## src/rtl/uart_pkg.sv

```systemverilog
// uart_pkg: shared DMI UART codes, bridge state type and byte-count helper
package uart_pkg;
  localparam int IRLENGTH = 5;
  localparam int CMDLEN = 8 - IRLENGTH;
  localparam logic [CMDLEN-1:0] CMD_NOP = 3'd0;
  localparam logic [CMDLEN-1:0] CMD_WRITE = 3'd1;
  localparam logic [CMDLEN-1:0] CMD_READ = 3'd2;
  localparam logic [CMDLEN-1:0] CMD_CONT_READ = 3'd3;
  localparam logic [CMDLEN-1:0] CMD_RESET = 3'd4;
  localparam logic [IRLENGTH-1:0] ADDR_IDCODE = 5'h01;
  localparam logic [IRLENGTH-1:0] ADDR_DTMCS = 5'h10;
  localparam logic [IRLENGTH-1:0] ADDR_DMI = 5'h11;
  localparam logic [IRLENGTH-1:0] ADDR_BYPASS = 5'h1f;
  typedef enum logic [2:0] {IDLE, SEND_CMD, SEND_DATA, RECV, CONT} bridge_state_t;
  function automatic int nbytes(input int width);
    return (width + 7) / 8;
  endfunction
endpackage

```

## src/rtl/uart_word_assembler.sv

```systemverilog
// uart_word_assembler: shifts TAP bytes in LSB first and emits a WIDTH-bit word
//   clk, rst        clock, async active-high reset
//   push, byte_in   take one byte
//   clear           drop the partial word (a completing push still wins)
//   done            this push completes a word
//   word_valid/word one-cycle pulse with the completed word, word held
module uart_word_assembler #(
  parameter int WIDTH = 41,
  parameter int NBYTES = (WIDTH + 7) / 8
) (
  input  logic             clk,
  input  logic             rst,
  input  logic             push,
  input  logic             clear,
  input  logic [7:0]       byte_in,
  output logic             done,
  output logic             word_valid,
  output logic [WIDTH-1:0] word
);
  localparam int CW = $clog2(NBYTES) + 1;
  logic [NBYTES*8-1:0] shreg, full;
  logic [CW-1:0] cnt;
  assign done = push && cnt == CW'(NBYTES - 1);
  assign full = (NBYTES*8)'({byte_in, shreg} >> 8);
  always_ff @(posedge clk or posedge rst) begin
    if (rst) begin
      shreg <= '0;
      cnt <= '0;
      word <= '0;
      word_valid <= 1'b0;
    end else begin
      word_valid <= done;
      if (push) shreg <= full;
      if (done) word <= full[WIDTH-1:0];
      cnt <= (done || clear) ? '0 : push ? cnt + 1'b1 : cnt;
    end
  end
endmodule

```

## src/rtl/dmi_uart_host_bridge.sv

```systemverilog
// dmi_uart_host_bridge: host-side peer of the DMI UART TAP
//   REQ_*            parallel request in (command, address, write data)
//   RSP_*            assembled response word, RSP_VALID_O one-cycle pulse
//   DATA_REC_O/RX_EMPTY_O/CMD_REC_O/READ_I   byte stream presented to the TAP
//   TX_READY_O/WRITE_I/DATA_SEND_I           bytes pushed back by the TAP
//   SEND_COMMAND_I/COMMAND_I/CMD_EVT_O/CMD_BYTE_O  TAP command bytes
module dmi_uart_host_bridge
  import uart_pkg::*;
#(
  parameter int WIDTH = 41,
  localparam int NBYTES = nbytes(WIDTH)
) (
  input  logic                CLK_I,
  input  logic                RST_I,
  input  logic                REQ_VALID_I,
  output logic                REQ_READY_O,
  input  logic [7-IRLENGTH:0] REQ_CMD_I,
  input  logic [IRLENGTH-1:0] REQ_ADDR_I,
  input  logic [WIDTH-1:0]    REQ_DATA_I,
  output logic                RSP_VALID_O,
  output logic [WIDTH-1:0]    RSP_DATA_O,
  output logic [7:0]          DATA_REC_O,
  output logic                RX_EMPTY_O,
  output logic                CMD_REC_O,
  input  logic                READ_I,
  output logic                TX_READY_O,
  input  logic                WRITE_I,
  input  logic [7:0]          DATA_SEND_I,
  input  logic                SEND_COMMAND_I,
  input  logic [7:0]          COMMAND_I,
  output logic                CMD_EVT_O,
  output logic [7:0]          CMD_BYTE_O
);
  localparam int IW = $clog2(NBYTES) + 1;
  bridge_state_t state, state_nxt;
  // outgoing bytes: command byte at the bottom, padded payload above it
  logic [NBYTES*8+7:0] obuf;
  logic [NBYTES*8-1:0] wpad;
  logic [IW-1:0] idx;
  logic accept, pop, take, push, cmd_take, clear, done;
  assign wpad = (NBYTES*8)'(REQ_DATA_I);
  assign accept = REQ_VALID_I & REQ_READY_O;
  assign pop = READ_I & ~RX_EMPTY_O;
  assign TX_READY_O = (state == RECV) || (state == CONT);
  assign take = WRITE_I & TX_READY_O;
  assign push = take & ~SEND_COMMAND_I;
  assign cmd_take = take & SEND_COMMAND_I;
  assign clear = cmd_take | (state == CONT && accept);
  assign DATA_REC_O = obuf[7:0];
  always_comb begin
    state_nxt = state;
    case (state)
      IDLE: state_nxt = accept ? SEND_CMD : IDLE;
      SEND_CMD: state_nxt = !pop ? SEND_CMD :
                            obuf[7:IRLENGTH] == CMD_WRITE ? SEND_DATA :
                            obuf[7:IRLENGTH] == CMD_READ ? RECV :
                            obuf[7:IRLENGTH] == CMD_CONT_READ ? CONT : IDLE;
      SEND_DATA: state_nxt = (pop && idx == IW'(NBYTES - 1)) ? IDLE : SEND_DATA;
      RECV: state_nxt = done ? IDLE : RECV;
      CONT: state_nxt = accept ? SEND_CMD : CONT;
      default: state_nxt = IDLE;
    endcase
  end
  always_ff @(posedge CLK_I or posedge RST_I) begin
    if (RST_I) begin
      state <= IDLE;
      obuf <= '0;
      idx <= '0;
      REQ_READY_O <= 1'b0;
      RX_EMPTY_O <= 1'b1;
      CMD_REC_O <= 1'b0;
      CMD_EVT_O <= 1'b0;
      CMD_BYTE_O <= '0;
    end else begin
      state <= state_nxt;
      REQ_READY_O <= state_nxt == IDLE || state_nxt == CONT;
      RX_EMPTY_O <= !(state_nxt == SEND_CMD || state_nxt == SEND_DATA);
      CMD_REC_O <= state_nxt == SEND_CMD;
      obuf <= accept ? {wpad, REQ_CMD_I, REQ_ADDR_I} :
              pop ? (state_nxt == SEND_DATA ? obuf >> 8 : '0) : obuf;
      idx <= accept ? '0 : (pop && state == SEND_DATA) ? idx + 1'b1 : idx;
      CMD_EVT_O <= cmd_take;
      if (cmd_take) CMD_BYTE_O <= COMMAND_I;
    end
  end
  uart_word_assembler #(.WIDTH(WIDTH), .NBYTES(NBYTES)) u_asm (
    .clk(CLK_I),
    .rst(RST_I),
    .push(push),
    .clear(clear),
    .byte_in(DATA_SEND_I),
    .done(done),
    .word_valid(RSP_VALID_O),
    .word(RSP_DATA_O)
  );
endmodule

```

## config.mk

```make
export PLATFORM = sky130hd
export DESIGN_NAME = dmi_uart_host_bridge
export DESIGN_NICKNAME = d
export VERILOG_FILES = /design/src/rtl/uart_pkg.sv /design/src/rtl/uart_word_assembler.sv /design/src/rtl/dmi_uart_host_bridge.sv
export SDC_FILE = /design/constraint.sdc
export NUM_CORES = 1
export LEC_CHECK = 0
export ABC_CLOCK_PERIOD_IN_PS = 6260
export CORE_MARGIN = 1.5
export CORE_UTILIZATION = 36
export DETAILED_ROUTE_END_ITERATION = 10
export PLACE_DENSITY_LB_ADDON = 0.25
export SLEW_MARGIN = 5
export SYNTH_ARGS = -nofsm -noshare
export SYNTH_HDL_FRONTEND = slang
export SYNTH_SLANG_ARGS = --single-unit
```

## constraint.sdc

```tcl
create_clock -name CLK_I -period 6.26 [get_ports CLK_I]
set_clock_uncertainty 0.15 [all_clocks]
set_input_delay 1.565 -clock CLK_I [delete_from_list [all_inputs] [get_ports CLK_I]]
set_output_delay 1.565 -clock CLK_I [all_outputs]
set_load 0.02 [all_outputs]
```

==> out/metrics.yaml <==
setup_path:
  startpoint_type: "primary input"
  crit_family: "simple AND/OR/NAND/NOR gates"
  worstSetupEndpointType: "flip-flop"
  path_max_fanout: 34
  r2r_cells: 5
  critPathBufInv: 1
  crit_arrival_ns: 4.01
  max_stage_delay_ns: 0.62
  reg2reg_to: "u_asm.word[10]"
  critPathSlowestCell: "a211oi_1"
  critical_path.cell_chain: "clkdlybuf4s50_1 -> nand2_1 -> a211oi_1 -> nand4_4 -> o21ai_0"
  path_class: "primary input to flip-flop"
  r2r-start: "state[2]"
  required_ns: 6.43
  reg2reg_slack_ns: 3.46
layout:
  final_cells: 845
  fill_cells: 1545
  final_nets: 682
  drive_gt1_frac: 0.210
  synthToLayoutAreaGrowth_pct: 31.8
  antennaDiodeCount: 0
sta:
  tns_ns: 0
  setup_violations: 0
  timing.fmax_mhz: 260
  relSlewSlack: 0.242
  period_share: 0.613
  rsz0062_at_grt: "no"
  maxSlewViolCount: 0
  tightest_slew_ns: 1.14
  period_needed_ns: 3.84
  hold_viol: 0
yosys:
  synth.cell_area_um2: 6380
  synth_area_leader_cell: "dfrtp_1"
  yosys_warnings: 0
  synth_top_area_share: 0.600
  avgSynthCellArea_um2: 13.1
  synth-edff-count: 0
  ys_top_cells_by_area: "dfrtp_1, mux2_2, a22oi_1"
  synthArstFlopShare: 1.00
  ys_seq_elements: 154
  synth.cells.most_frequent: "dfrtp_1, mux2_2, o21ai_0"
  yosysMostFrequentCell: "dfrtp_1"
  ys.flop_type: "dfrtp_1"
  netlist_instances: 487
  ys_types: 45
  syn_nets: 562
  ys_seq_area_frac: 0.604
route:
  vias_per_cell: 5.12
  drt_iter0_drc: 231
  drt-total-wl_um: 13900
  first_pass_iters: 5
  vias: 4324
  post_drt_wl_per_cell_um: 16.5
  postRouteAntennaNets: 0
  drc_errors: 0
cts:
  postCtsHoldBufs: 0
  cts_made_buffers: 17
  cts_setup_buffers: 0
  cts_tree: "yes"
  ctsResizeCount: 0
  clock_sinks: 154
  cts.clk_slew.worst_paths_ns: 0.06
  clock_latency_ns: 0.42
  clock_tree.root_cell: "clkbuf_16"
  htree_num_levels: 4
  cts_buffer_depth: 2
grt:
  grt_use_total: 0.156
  grt_max_degree: 120
  grt_pass1_vias: 4198
  grt_pass1_wl_um: 22200
  grt_overflow: 0
  antenna_found_initial: 0
pwr:
  peakVddDrop_uv: 183
  leakage_nw: 3.73
  powerDensity_nw_per_um2: 400
floorplan:
  start_util: 0.369
  fp.dieH_um: 136
  die_x_um: 136
  dieArea_um2: 18500
  row_count: 48
  coreArea_um2: 17300
  io_pins: 134
placement:
  numPortBuffers: 133
  hpwlAfterDp_um: 9080
  dp.cells: 813
  place.gp.congestion: 0.826
min_path:
  worstHoldPathType: "flip-flop to flip-flop"
  min_from: "u_asm.word[19]"
  holdPathEnd: "u_asm.word[19]"
  hold_depth: 1
run_status:
  status: "completed"
run:
  maxCapViolations: 0
## metrics by stage
step | power [mW] | utilization | hold WS [ns] | cell area (um^2) | worst slack [ns]
2_1_floorplan | 2.06 | - | 0.316 | 6380 | 0.397
3_3_place_gp | 2.33 | 0.452 | 0.318 | 7820 | 2.08
3_5_place_dp | 2.37 | 0.452 | 0.325 | 7820 | 2.00
4_1_cts | 3.40 | 0.486 | 0.339 | 8410 | 2.43
5_1_grt | 3.58 | 0.486 | 0.361 | 8410 | 2.26
6_report | 3.37 | 0.486 | 0.338 | 8410 | 2.42
## layout make-up
cell class | count | area, um^2 | area share
clock buffers | 18 | 439 | 0.0522
flip-flops and latches | 154 | 3850 | 0.458
repair buffers | 136 | 1350 | 0.161
multi-input cells | 285 | 2280 | 0.271
inverters | 13 | 53.8 | 0.00640
well taps | 225 | 282 | 0.0335
clock inverters | 14 | 148 | 0.0176
## metal layers
| layer | global-route usage | part of all wire | wire length, um |
|---|---|---|---|
| met1 | 0.214 | 0.46 | 6370 |
| met2 | 0.237 | 0.48 | 6630 |
| met3 | 0.0399 | 0.052 | 721 |
| met4 | 0.0638 | 0.015 | 210 |
| met5 | 0 | 0 | 0 |
## flip-flops by register name (all words and copies together) (netlist names), 3 cells and up
signal / count
obuf: 49
u_asm.word: 41
u_asm.shreg: 40
CMD_BYTE_O: 8
idx: 4
u_asm.cnt: 4
state: 3
## how the worst max path moves through the flow
| stage | from | to | slack, ns | depth (start not counted) |
|---|---|---|---|---|
| floorplan | RST_I | CMD_BYTE_O[0] | 0.40 | 1 |
| global placement | REQ_VALID_I | obuf[18] | 2.08 | 5 |
| detailed placement | REQ_VALID_I | obuf[20] | 2.00 | 5 |
| CTS | state[2] | TX_READY_O | 2.43 | 3 |
| global route | REQ_VALID_I | obuf[20] | 2.26 | 5 |
| finish | REQ_VALID_I | obuf[20] | 2.42 | 5 |
## layout by cell type, fill, tap and decap left out, drive strengths merged, types with 3 or more instances in the layout
cell type      instances
dfrtp                153
ha                     4
o21ai                 78
buf                    3
a22o                   8
nand2                  7
mux2                  90
a211oi                 3
xor2                   3
a21oi                  5
clkbuf                18
nor3                   3
clkdlybuf4s50        133
inv                   15
and2                   3
nand4                  3
clkinv                 8
nor2                  13
a22oi                 42
nor3b                  3
## power breakdown
part           internal (mW)  switching [mW]  leakage [nW]  total (mW)
registers               1.29           0.216          2.05        1.50
logic                  0.415           0.436          1.39       0.851
clock network          0.599           0.412         0.286        1.01
## cell families (layout without fill, tap and decap cells)
logic type,after synthesis,after routing,share of synthesized area
mux,90,90,0.159
simple gates,47,47,0.0453
compound gates,140,140,0.138
buf+inv,48,181,0.0402
xor+xnor,4,4,0.00549
fa+ha+maj,4,4,0.00784
flops,154,154,0.604
Power figures use the tool's default switching activity.
